`src/rtl/lc4_dmem_arbiter.sv`:
```
// lc4_dmem_arbiter
// Shares the single data-memory port of lc4_memory between the processor
// data path (P) and an auxiliary agent (A). A request is accepted only in a
// dre slot while the FSM is idle. Each transaction then runs through
// ISSUE -> (RD_WAIT) -> RESP. When both requesters are valid, the one not
// granted last wins.
//
// Ports
//   clk, rst                  clock, asynchronous active-low reset
//   dre                       data-memory access slot strobe
//   {p,a}_req_valid/ready     request handshake (ready is combinational)
//   {p,a}_req_we/addr/wdata   request payload
//   {p,a}_rsp_valid/data      one-cycle response pulse and read data
//   mem_raddr/waddr/din/we    drive lc4_memory draddr/dwaddr/din/dwe
//   mem_dout                  read data from lc4_memory
//   busy                      a transaction is in flight
//   grant_a                   owner of the current/last transaction (1 = A)
//
// Optional build macro LC4_DMEM_ARB_STATS_EN adds saturating 32-bit
// counters stat_p_grants, stat_a_grants and stat_conflicts.
module lc4_dmem_arbiter #(
  parameter int WORD_SIZE  = 256,
  parameter int ADDR_BITS  = 5,
  parameter int RD_LATENCY = 1
) (
  input  logic                 clk,
  input  logic                 rst,
  input  logic                 dre,
  input  logic                 p_req_valid,
  output logic                 p_req_ready,
  input  logic                 p_req_we,
  input  logic [ADDR_BITS-1:0] p_req_addr,
  input  logic [WORD_SIZE-1:0] p_req_wdata,
  output logic                 p_rsp_valid,
  output logic [WORD_SIZE-1:0] p_rsp_data,
  input  logic                 a_req_valid,
  output logic                 a_req_ready,
  input  logic                 a_req_we,
  input  logic [ADDR_BITS-1:0] a_req_addr,
  input  logic [WORD_SIZE-1:0] a_req_wdata,
  output logic                 a_rsp_valid,
  output logic [WORD_SIZE-1:0] a_rsp_data,
  output logic [ADDR_BITS-1:0] mem_raddr,
  output logic [ADDR_BITS-1:0] mem_waddr,
  output logic [WORD_SIZE-1:0] mem_din,
  output logic                 mem_we,
  input  logic [WORD_SIZE-1:0] mem_dout,
  output logic                 busy,
  output logic                 grant_a
`ifdef LC4_DMEM_ARB_STATS_EN
  ,
  output logic [31:0]          stat_p_grants,
  output logic [31:0]          stat_a_grants,
  output logic [31:0]          stat_conflicts
`endif
);

  typedef enum logic [1:0] {S_IDLE, S_ISSUE, S_RD_WAIT, S_RESP} state_e;

  // RD_WAIT runs RD_LATENCY cycles; the counter starts one below that.
  localparam logic [1:0] RD_WAIT_INIT = 2'(RD_LATENCY - 1);

  state_e                 state_q, state_d;
  logic                   prio_a_q, prio_a_d;   // 1: A wins a tie
  logic                   owner_a_q, owner_a_d;
  logic                   we_q, we_d;
  logic [1:0]             cnt_q, cnt_d;
  logic [ADDR_BITS-1:0]   mem_raddr_q, mem_raddr_d;
  logic [ADDR_BITS-1:0]   mem_waddr_q, mem_waddr_d;
  logic [WORD_SIZE-1:0]   mem_din_q, mem_din_d;
  logic                   mem_we_q, mem_we_d;
  logic                   p_rsp_valid_q, p_rsp_valid_d;
  logic                   a_rsp_valid_q, a_rsp_valid_d;
  logic [WORD_SIZE-1:0]   p_rsp_data_q, p_rsp_data_d;
  logic [WORD_SIZE-1:0]   a_rsp_data_q, a_rsp_data_d;

  logic win_a_s;
  logic slot_s;
  logic hs_s;

  // A wins if it is the only valid requester, or if both are valid and the
  // pointer favours A. Ready is gated by rst so nothing handshakes in reset.
  assign win_a_s     = a_req_valid & (~p_req_valid | prio_a_q);
  assign slot_s      = (state_q == S_IDLE) & dre & rst;
  assign p_req_ready = slot_s & p_req_valid & ~win_a_s;
  assign a_req_ready = slot_s & a_req_valid & win_a_s;
  assign hs_s        = p_req_ready | a_req_ready;

  assign mem_raddr   = mem_raddr_q;
  assign mem_waddr   = mem_waddr_q;
  assign mem_din     = mem_din_q;
  assign mem_we      = mem_we_q;
  assign p_rsp_valid = p_rsp_valid_q;
  assign a_rsp_valid = a_rsp_valid_q;
  assign p_rsp_data  = p_rsp_data_q;
  assign a_rsp_data  = a_rsp_data_q;
  assign busy        = (state_q != S_IDLE);
  assign grant_a     = owner_a_q;

  // Next-state and registered-output logic for the transaction FSM.
  always_comb begin
    state_d       = state_q;
    prio_a_d      = prio_a_q;
    owner_a_d     = owner_a_q;
    we_d          = we_q;
    cnt_d         = cnt_q;
    mem_raddr_d   = mem_raddr_q;
    mem_waddr_d   = mem_waddr_q;
    mem_din_d     = mem_din_q;
    mem_we_d      = 1'b0;
    p_rsp_valid_d = 1'b0;
    a_rsp_valid_d = 1'b0;
    p_rsp_data_d  = '0;
    a_rsp_data_d  = '0;
    case (state_q)
      S_IDLE: begin
        // The request payload is loaded straight into the memory-side
        // registers so the ISSUE cycle presents it with no extra stage.
        if (hs_s) begin
          owner_a_d   = win_a_s;
          prio_a_d    = ~win_a_s;
          we_d        = win_a_s ? a_req_we : p_req_we;
          mem_raddr_d = win_a_s ? a_req_addr : p_req_addr;
          mem_waddr_d = win_a_s ? a_req_addr : p_req_addr;
          mem_din_d   = win_a_s ? a_req_wdata : p_req_wdata;
          mem_we_d    = win_a_s ? a_req_we : p_req_we;
          state_d     = S_ISSUE;
        end else begin
          state_d = S_IDLE;
        end
      end
      S_ISSUE: begin
        if (we_q) begin
          // Write response carries zero data (the default).
          p_rsp_valid_d = ~owner_a_q;
          a_rsp_valid_d = owner_a_q;
          state_d       = S_RESP;
        end else begin
          cnt_d   = RD_WAIT_INIT;
          state_d = S_RD_WAIT;
        end
      end
      S_RD_WAIT: begin
        if (cnt_q == 2'd0) begin
          p_rsp_valid_d = ~owner_a_q;
          a_rsp_valid_d = owner_a_q;
          p_rsp_data_d  = owner_a_q ? '0 : mem_dout;
          a_rsp_data_d  = owner_a_q ? mem_dout : '0;
          state_d       = S_RESP;
        end else begin
          cnt_d = cnt_q - 2'd1;
        end
      end
      S_RESP: begin
        state_d = S_IDLE;
      end
      default: begin
        state_d = S_IDLE;
      end
    endcase
  end

  // State and output registers.
  always_ff @(posedge clk or negedge rst) begin
    if (!rst) begin
      state_q       <= S_IDLE;
      prio_a_q      <= 1'b0;
      owner_a_q     <= 1'b0;
      we_q          <= 1'b0;
      cnt_q         <= 2'd0;
      mem_raddr_q   <= '0;
      mem_waddr_q   <= '0;
      mem_din_q     <= '0;
      mem_we_q      <= 1'b0;
      p_rsp_valid_q <= 1'b0;
      a_rsp_valid_q <= 1'b0;
      p_rsp_data_q  <= '0;
      a_rsp_data_q  <= '0;
    end else begin
      state_q       <= state_d;
      prio_a_q      <= prio_a_d;
      owner_a_q     <= owner_a_d;
      we_q          <= we_d;
      cnt_q         <= cnt_d;
      mem_raddr_q   <= mem_raddr_d;
      mem_waddr_q   <= mem_waddr_d;
      mem_din_q     <= mem_din_d;
      mem_we_q      <= mem_we_d;
      p_rsp_valid_q <= p_rsp_valid_d;
      a_rsp_valid_q <= a_rsp_valid_d;
      p_rsp_data_q  <= p_rsp_data_d;
      a_rsp_data_q  <= a_rsp_data_d;
    end
  end

`ifdef LC4_DMEM_ARB_STATS_EN
  function automatic logic [31:0] sat_inc(input logic [31:0] v, input logic en);
    return (en && (v != 32'hFFFF_FFFF)) ? (v + 32'd1) : v;
  endfunction

  logic        conflict_s;
  logic [31:0] stat_p_q, stat_a_q, stat_c_q;

  assign conflict_s     = (state_q == S_IDLE) & dre & p_req_valid & a_req_valid;
  assign stat_p_grants  = stat_p_q;
  assign stat_a_grants  = stat_a_q;
  assign stat_conflicts = stat_c_q;

  // Saturating grant and conflict counters.
  always_ff @(posedge clk or negedge rst) begin
    if (!rst) begin
      stat_p_q <= 32'd0;
      stat_a_q <= 32'd0;
      stat_c_q <= 32'd0;
    end else begin
      stat_p_q <= sat_inc(stat_p_q, p_req_ready);
      stat_a_q <= sat_inc(stat_a_q, a_req_ready);
      stat_c_q <= sat_inc(stat_c_q, conflict_s);
    end
  end
`endif

endmodule

```
`config.mk`:
```
export PLATFORM = sky130hd
export DESIGN_NAME = lc4_dmem_arbiter
export DESIGN_NICKNAME = d
export VERILOG_FILES = /design/src/rtl/lc4_dmem_arbiter.sv
export SDC_FILE = /design/constraint.sdc
export NUM_CORES = 1
export LEC_CHECK = 0
export CAP_MARGIN = 0
export CORE_AREA = 8 8 600 602
export DETAILED_ROUTE_END_ITERATION = 12
export DIE_AREA = 0 0 608 610
export DONT_BUFFER_PORTS = 1
export GPL_ROUTABILITY_DRIVEN = 0
export PLACE_DENSITY = 0.33
export SLEW_MARGIN = 40
export SYNTH_ARGS = -nofsm -noshare
export SYNTH_HDL_FRONTEND = slang
export SYNTH_SLANG_ARGS = --single-unit
```
`constraint.sdc`:
```
create_clock -name clk -period 2.48 [get_ports clk]
set_input_delay 0.248 -clock clk [delete_from_list [all_inputs] [get_ports clk]]
set_output_delay 0.248 -clock clk [all_outputs]
set_load 0.05 [all_outputs]
```
# Word-level counts from Yosys, hierarchy flattened
# Index checks and enable logic that the tools add are counted.
[op_classes] add_sub_neg=1 multipliers=0 div_mod_pow=0 order_cmp=0 n_eq_ne=6 shifts=0 n_mux=24 bitwise=12 reduce_logical=6
[op_table] cell="$mux 256" count=7
[op_table] cell="$mux 1" count=9
[op_table] cell="$pmux 2 s4" count=1
[op_table] cell="$and 1x1->1" count=7
[op_table] cell="$mux 2" count=3
[op_table] cell="$ne 2x2->1 const B" count=3
[op_table] cell="$mux 5" count=1
[op_table] cell="$eq 2x2->1 const B" count=2
[op_table] cell="$logic_not 2->1" count=2
[op_table] cell="$pmux 1 s2" count=2
[op_table] cell="$pmux 2 s2" count=1
[op_table] cell="$reduce_bool 2->1" count=2
[op_table] cell="$not 1->1" count=3
[op_table] cell="$reduce_and 3->1" count=1
[op_table] cell="$eq 2x1->1 const B" count=1
[op_table] cell="$or 1x1->1" count=2
[op_table] cell="$reduce_and 2->1" count=1
[op_table] cell="$sub 2x1->2 const B" count=1
[totals] ff_bits=783 latch_bits=0 ramBits=0 mem_bits_ro=0 input_bits=785 mem_count=0

# Depth between registers and ports, before layout
[logic_depth] ltp_word=8 depth_mapped=8 ltp_nobuf=5

# Worst setup path before layout
# Ideal clock, no wire load.
[synth_path] path_kind="register -> output" start="register state_q[0]" end="output port a_req_ready" t_arrival_ns=1.422 required_time_ns=2.232 slack_ns=0.810 stages_incl_launch_ff=5 path_cell_list="dfrtp_1 > inv_1 > ha_1 > nand3_1 > nor2_1"
[synth_between] elab_chain_cells=5
[synth_lines] item="start: declaration" line="63" rtl="state_e state_q, state_d;"
[synth_lines] item="start signal: assignment" line="180" rtl="state_q <= state_d;"
[synth_lines] item="$logic_not 2->1" line="84" rtl="assign slot_s = (state_q == S_IDLE) & dre & rst;"
[synth_lines] item="$and 1x1->1 (2 in a row)" line="84"
[synth_lines] item="$and 1x1->1 (2 in a row)" line="86" rtl="assign a_req_ready = slot_s & a_req_valid & win_a_s;"
[synth_lines] item="end: declaration" line="37" rtl="output logic a_req_ready,"
# Every way passes these cells.

# Worst setup path after layout
[layout_path] start="register prio_a_q" end="register mem_din_q[122], in the netlist mem_din[122]"
[layout_between] elab_chain_cells=6
[layout_lines] item="start: declaration" line="64" rtl="logic prio_a_q, prio_a_d;"
[layout_lines] item="start signal: assignment" line="181" rtl="prio_a_q <= prio_a_d;"
[layout_lines] item="$or 1x1->1 *" line="83" rtl="assign win_a_s = a_req_valid & (~p_req_valid | prio_a_q);"
[layout_lines] item="$and 1x1->1 *" line="83"
[layout_lines] item="$not 1->1" line="85" rtl="assign p_req_ready = slot_s & p_req_valid & ~win_a_s;"
[layout_lines] item="$and 1x1->1" line="85"
[layout_lines] item="$or 1x1->1" line="87" rtl="assign hs_s = p_req_ready | a_req_ready;"
[layout_lines] item="$reduce_and 2->1 (no source line)"
[layout_lines] item="end signal: assignment" line="187" rtl="mem_din_q <= mem_din_d;"
[layout_lines] item="end: declaration" line="70" rtl="logic [WORD_SIZE-1:0] mem_din_q, mem_din_d;"
# Every way passes the cells marked *; elsewhere a longest branch is shown, timed or not.
# A chain may end at the register's enable or synchronous reset.

==> impl_metrics.py <==
metrics = {
    "outcome": {
        "status": "finished, violations left",
        "violations": "negative setup slack",
    },
    "floorplan": {
        "die_h_um": 610,
        "core-area_mm2": 0.3508,
        "core.rowCount": 218,
        "initial_core_util_pct": 8.620,
        "ios": 1570,
        "die_area_mm2": 0.3709,
        "die_w_um": 608,
    },
    "critical_path": {
        "worstSetupStartpointType": "flop",
        "cp-end-kind": "flop",
        "slowest_delay_ns": 0.59,
        "critPathKind": "flop to flop",
        "critPathBufInv": 3,
        "path_delay_family": "buffers and inverters",
        "path_cells": "buf_12, o211ai_1, dlygate4sd3_1, a31oi_1, dlygate4sd3_1",
        "cp_max_fo": 29,
        "crit_path_top_delay_cell": "dlygate4sd3_1",
        "critical_path.most_common_cell": "dlygate4sd3_1",
        "worstPathRequired_ns": 3.13,
        "critPathArrivalTime_ns": 3.17,
    },
    "clock_tree": {
        "clockBufferDepth": 4,
        "clk_pin_slew_worst_paths_ns": 0.06,
        "clock_latency_ns": 0.79,
        "cts_made_buffers": 107,
        "cts.htree.levels": 3,
        "cts_tree": "done",
        "clock_sinks": 783,
        "clock-root-buffer": "clkbuf_16",
    },
    "global_routing": {
        "grt_max_degree": 244,
        "antenna_found_initial": 125,
        "first_global_vias": 28100,
        "grt_pass1_wl_um": 313500,
        "grt_usage_pct": 12.61,
        "grt_overflow": 0,
    },
    "placement": {
        "placed_area_mm2": 0.03628,
        "place_ws_ns": 0.1922,
        "port_buffers": 0,
        "placedCellCount": 7149,
        "hpwl_um": 201300,
    },
    "routing": {
        "num_vias": 27570,
        "totalWireLength_um": 249500,
        "drt_first_pass_iters": 5,
        "ant_nets": 0,
        "vias_per_cell": 3.277,
        "route.met3.wl_um": 24020,
        "met2_length_um": 127700,
        "drtIter0Drc": 2621,
        "top_layer_used": "met5",
        "wl_met1_um": 88440,
        "drc": 0,
        "wl_per_cell_um": 29.66,
    },
    "synthesis": {
        "ys_seq_area_share_pct": 64.80,
        "syn_area_mm2": 0.03024,
        "synth_cells": 2656,
        "yosys_warnings": 0,
        "yosysUniqueCellTypes": 30,
        "ys_ff_latch": 783,
        "synthesis.nets": 3446,
        "synth.avg_cell_area_um2": 11.38,
    },
    "final_layout": {
        "layout_common_cells": "dlygate4sd3_1 (981), dfrtp_1 (768), and2_1 (512)",
        "fin_cells": 8412,
        "multi_input_area_mm2": 0.009430,
        "mostFrequentLayoutCell": "dlygate4sd3_1",
        "fin_nets": 4438,
        "finish.utilization_pct": 14.38,
        "final_area_mm2": 0.05045,
        "area_delta_synth_final_pct": 66.85,
        "n_fill_cell": 39330,
        "seqCellArea_mm2": 0.01962,
        "drive_gt1_share_pct": 9.742,
    },
    "power_and_ir_drop": {
        "power_density_mw_per_mm2": 1311,
        "p_leak_nw": 19.66,
        "vdd_ir_drop_max_mv": 0.8520,
        "fin_total_pwr_mw": 66.12,
    },
    "timing": {
        "clock_skew_ns": 0.07561,
        "worstMarginPinSlew_ns": 0.9305,
        "clock.fmax_mhz": 397.6,
        "drv_slew": 0,
        "setup_tns_ns": -0.04058,
        "grt_setup_unrepaired": "true",
        "setup_viol": 2,
        "hold_viol": 0,
        "hold_slack_ns": 0.02417,
        "fin_ws_ns": -0.03498,
        "period_needed_ns": 2.515,
        "finalCritPeriodShare_pct": 101.4,
        "slew_headroom_pct": 37.31,
    },
    "min_path": {
        "hp-class": "input pin to asynchronous set/reset pin",
    },
    "run": {
        "drv_cap": 0,
    },
}
-- worst reg2reg max path: cells and delay by family (launching register included) --
family,cells,cell delay (ns)
buffers and inverters,3,1.33
AOI/OAI and AO/OA,2,0.52
DFF,1,0.52
-- synth_stat cells --
library cell,n,area [um^2]
buf_6,4,45.04
nor2b_1,1,6.260
o221a_2,1,11.26
nand3_1,2,10.01
nor2_1,268,1006
a21o_1,1,7.510
o2111a_1,1,11.26
buf_4,7,52.55
clkbuf_1,96,360.4
nand2b_1,1,6.260
inv_1,6,22.52
mux2_2,1,11.26
a21oi_1,4,20.02
o22ai_1,1,6.260
a31oi_1,263,1645
clkbuf_2,52,260.3
o211ai_1,262,1967
o21ai_1,26,130.1
buf_1,10,37.54
inv_2,2,7.510
dfrtp_1,783,19590
o21ai_0,239,1196
o2111ai_1,1,8.760
ha_1,5,62.56
and3_1,2,12.51
a211oi_1,1,7.510
a22o_1,3,26.28
and2_1,512,3203
buf_2,97,485.5
nand2_1,4,15.01
-- repair_timing --
| action | CTS | global route |
|---|---|---|
| hold buffers | 992 | 3 |
| endpoints found under the setup margin | 2 | 174 |
| pin swaps | 1 | 4 |
| buffers inserted | 1 | 8 |
| gates cloned | 0 | 5 |
| resized for setup | 8 | 24 |
| hold endpoints to repair | 1250 | 3 |
-- power by group --
part	leakage, nW	internal (mW)	switching, mW	total [mW]
Combinational	7.89	5.67	8.28	13.9
Clock	1.74	9.42	6.70	16.1
Sequential	10.0	16.6	19.5	36.1
-- cell families after synthesis --
| family | Yosys count | synth area share (%) |
|---|---|---|
| AO/OA/AOI/OAI | 803 | 16.66 |
| AND/OR/NAND/NOR | 790 | 14.09 |
| flip-flops | 783 | 64.80 |
| buffers and inverters | 274 | 4.204 |
| adder cells (fa/ha/maj) | 5 | 0.2069 |
| multiplexers | 1 | 0.03724 |
-- final cells by class --
cell class                 instances  share of cell area [%]
timing repair buffer            1149                   23.49
clock inverter                    49                   1.240
tap                             4620                   11.46
inverter                           8                 0.08929
sequential                       783                   38.88
antenna                           66                  0.3274
multi-input combinational       1599                   18.69
clock buffer                     138                   5.816
-- registers in the layout, summed over array words and instances (netlist names) --
name and cells:
a_rsp_data 256, mem_din 256, p_rsp_data 256, mem_waddr 5, cnt_q 2, state_q 2, a_rsp_valid 1, grant_a 1
mem_we 1, p_rsp_valid 1, prio_a_q 1, we_q 1
-- routing by layer --
metal	vias up	global-route usage, %
met2	1822	22.59
met1	13950	13.38
li1	11290	-
met5	-	0
met4	56	4.291
met3	457	5.100
-- path summary, 6_finish.rpt --
kind / cells past startpoint / slack [ns] / start / end
setup / recovery: 5 / -0.03 / prio_a_q / mem_din[122]
hold / removal: 5 / 0.02 / rst / a_rsp_data[94]
setup reg to reg: 5 / -0.03 / prio_a_q / mem_din[122]
hold reg to reg: 1 / 0.57 / cnt_q[0] / cnt_q[0]
max in group asynchronous: 8 / 0.77 / rst / mem_din[88]
min in group clk: 3 / 0.09 / p_req_valid / mem_we
Note: power is estimated with default switching activity, not from simulation.
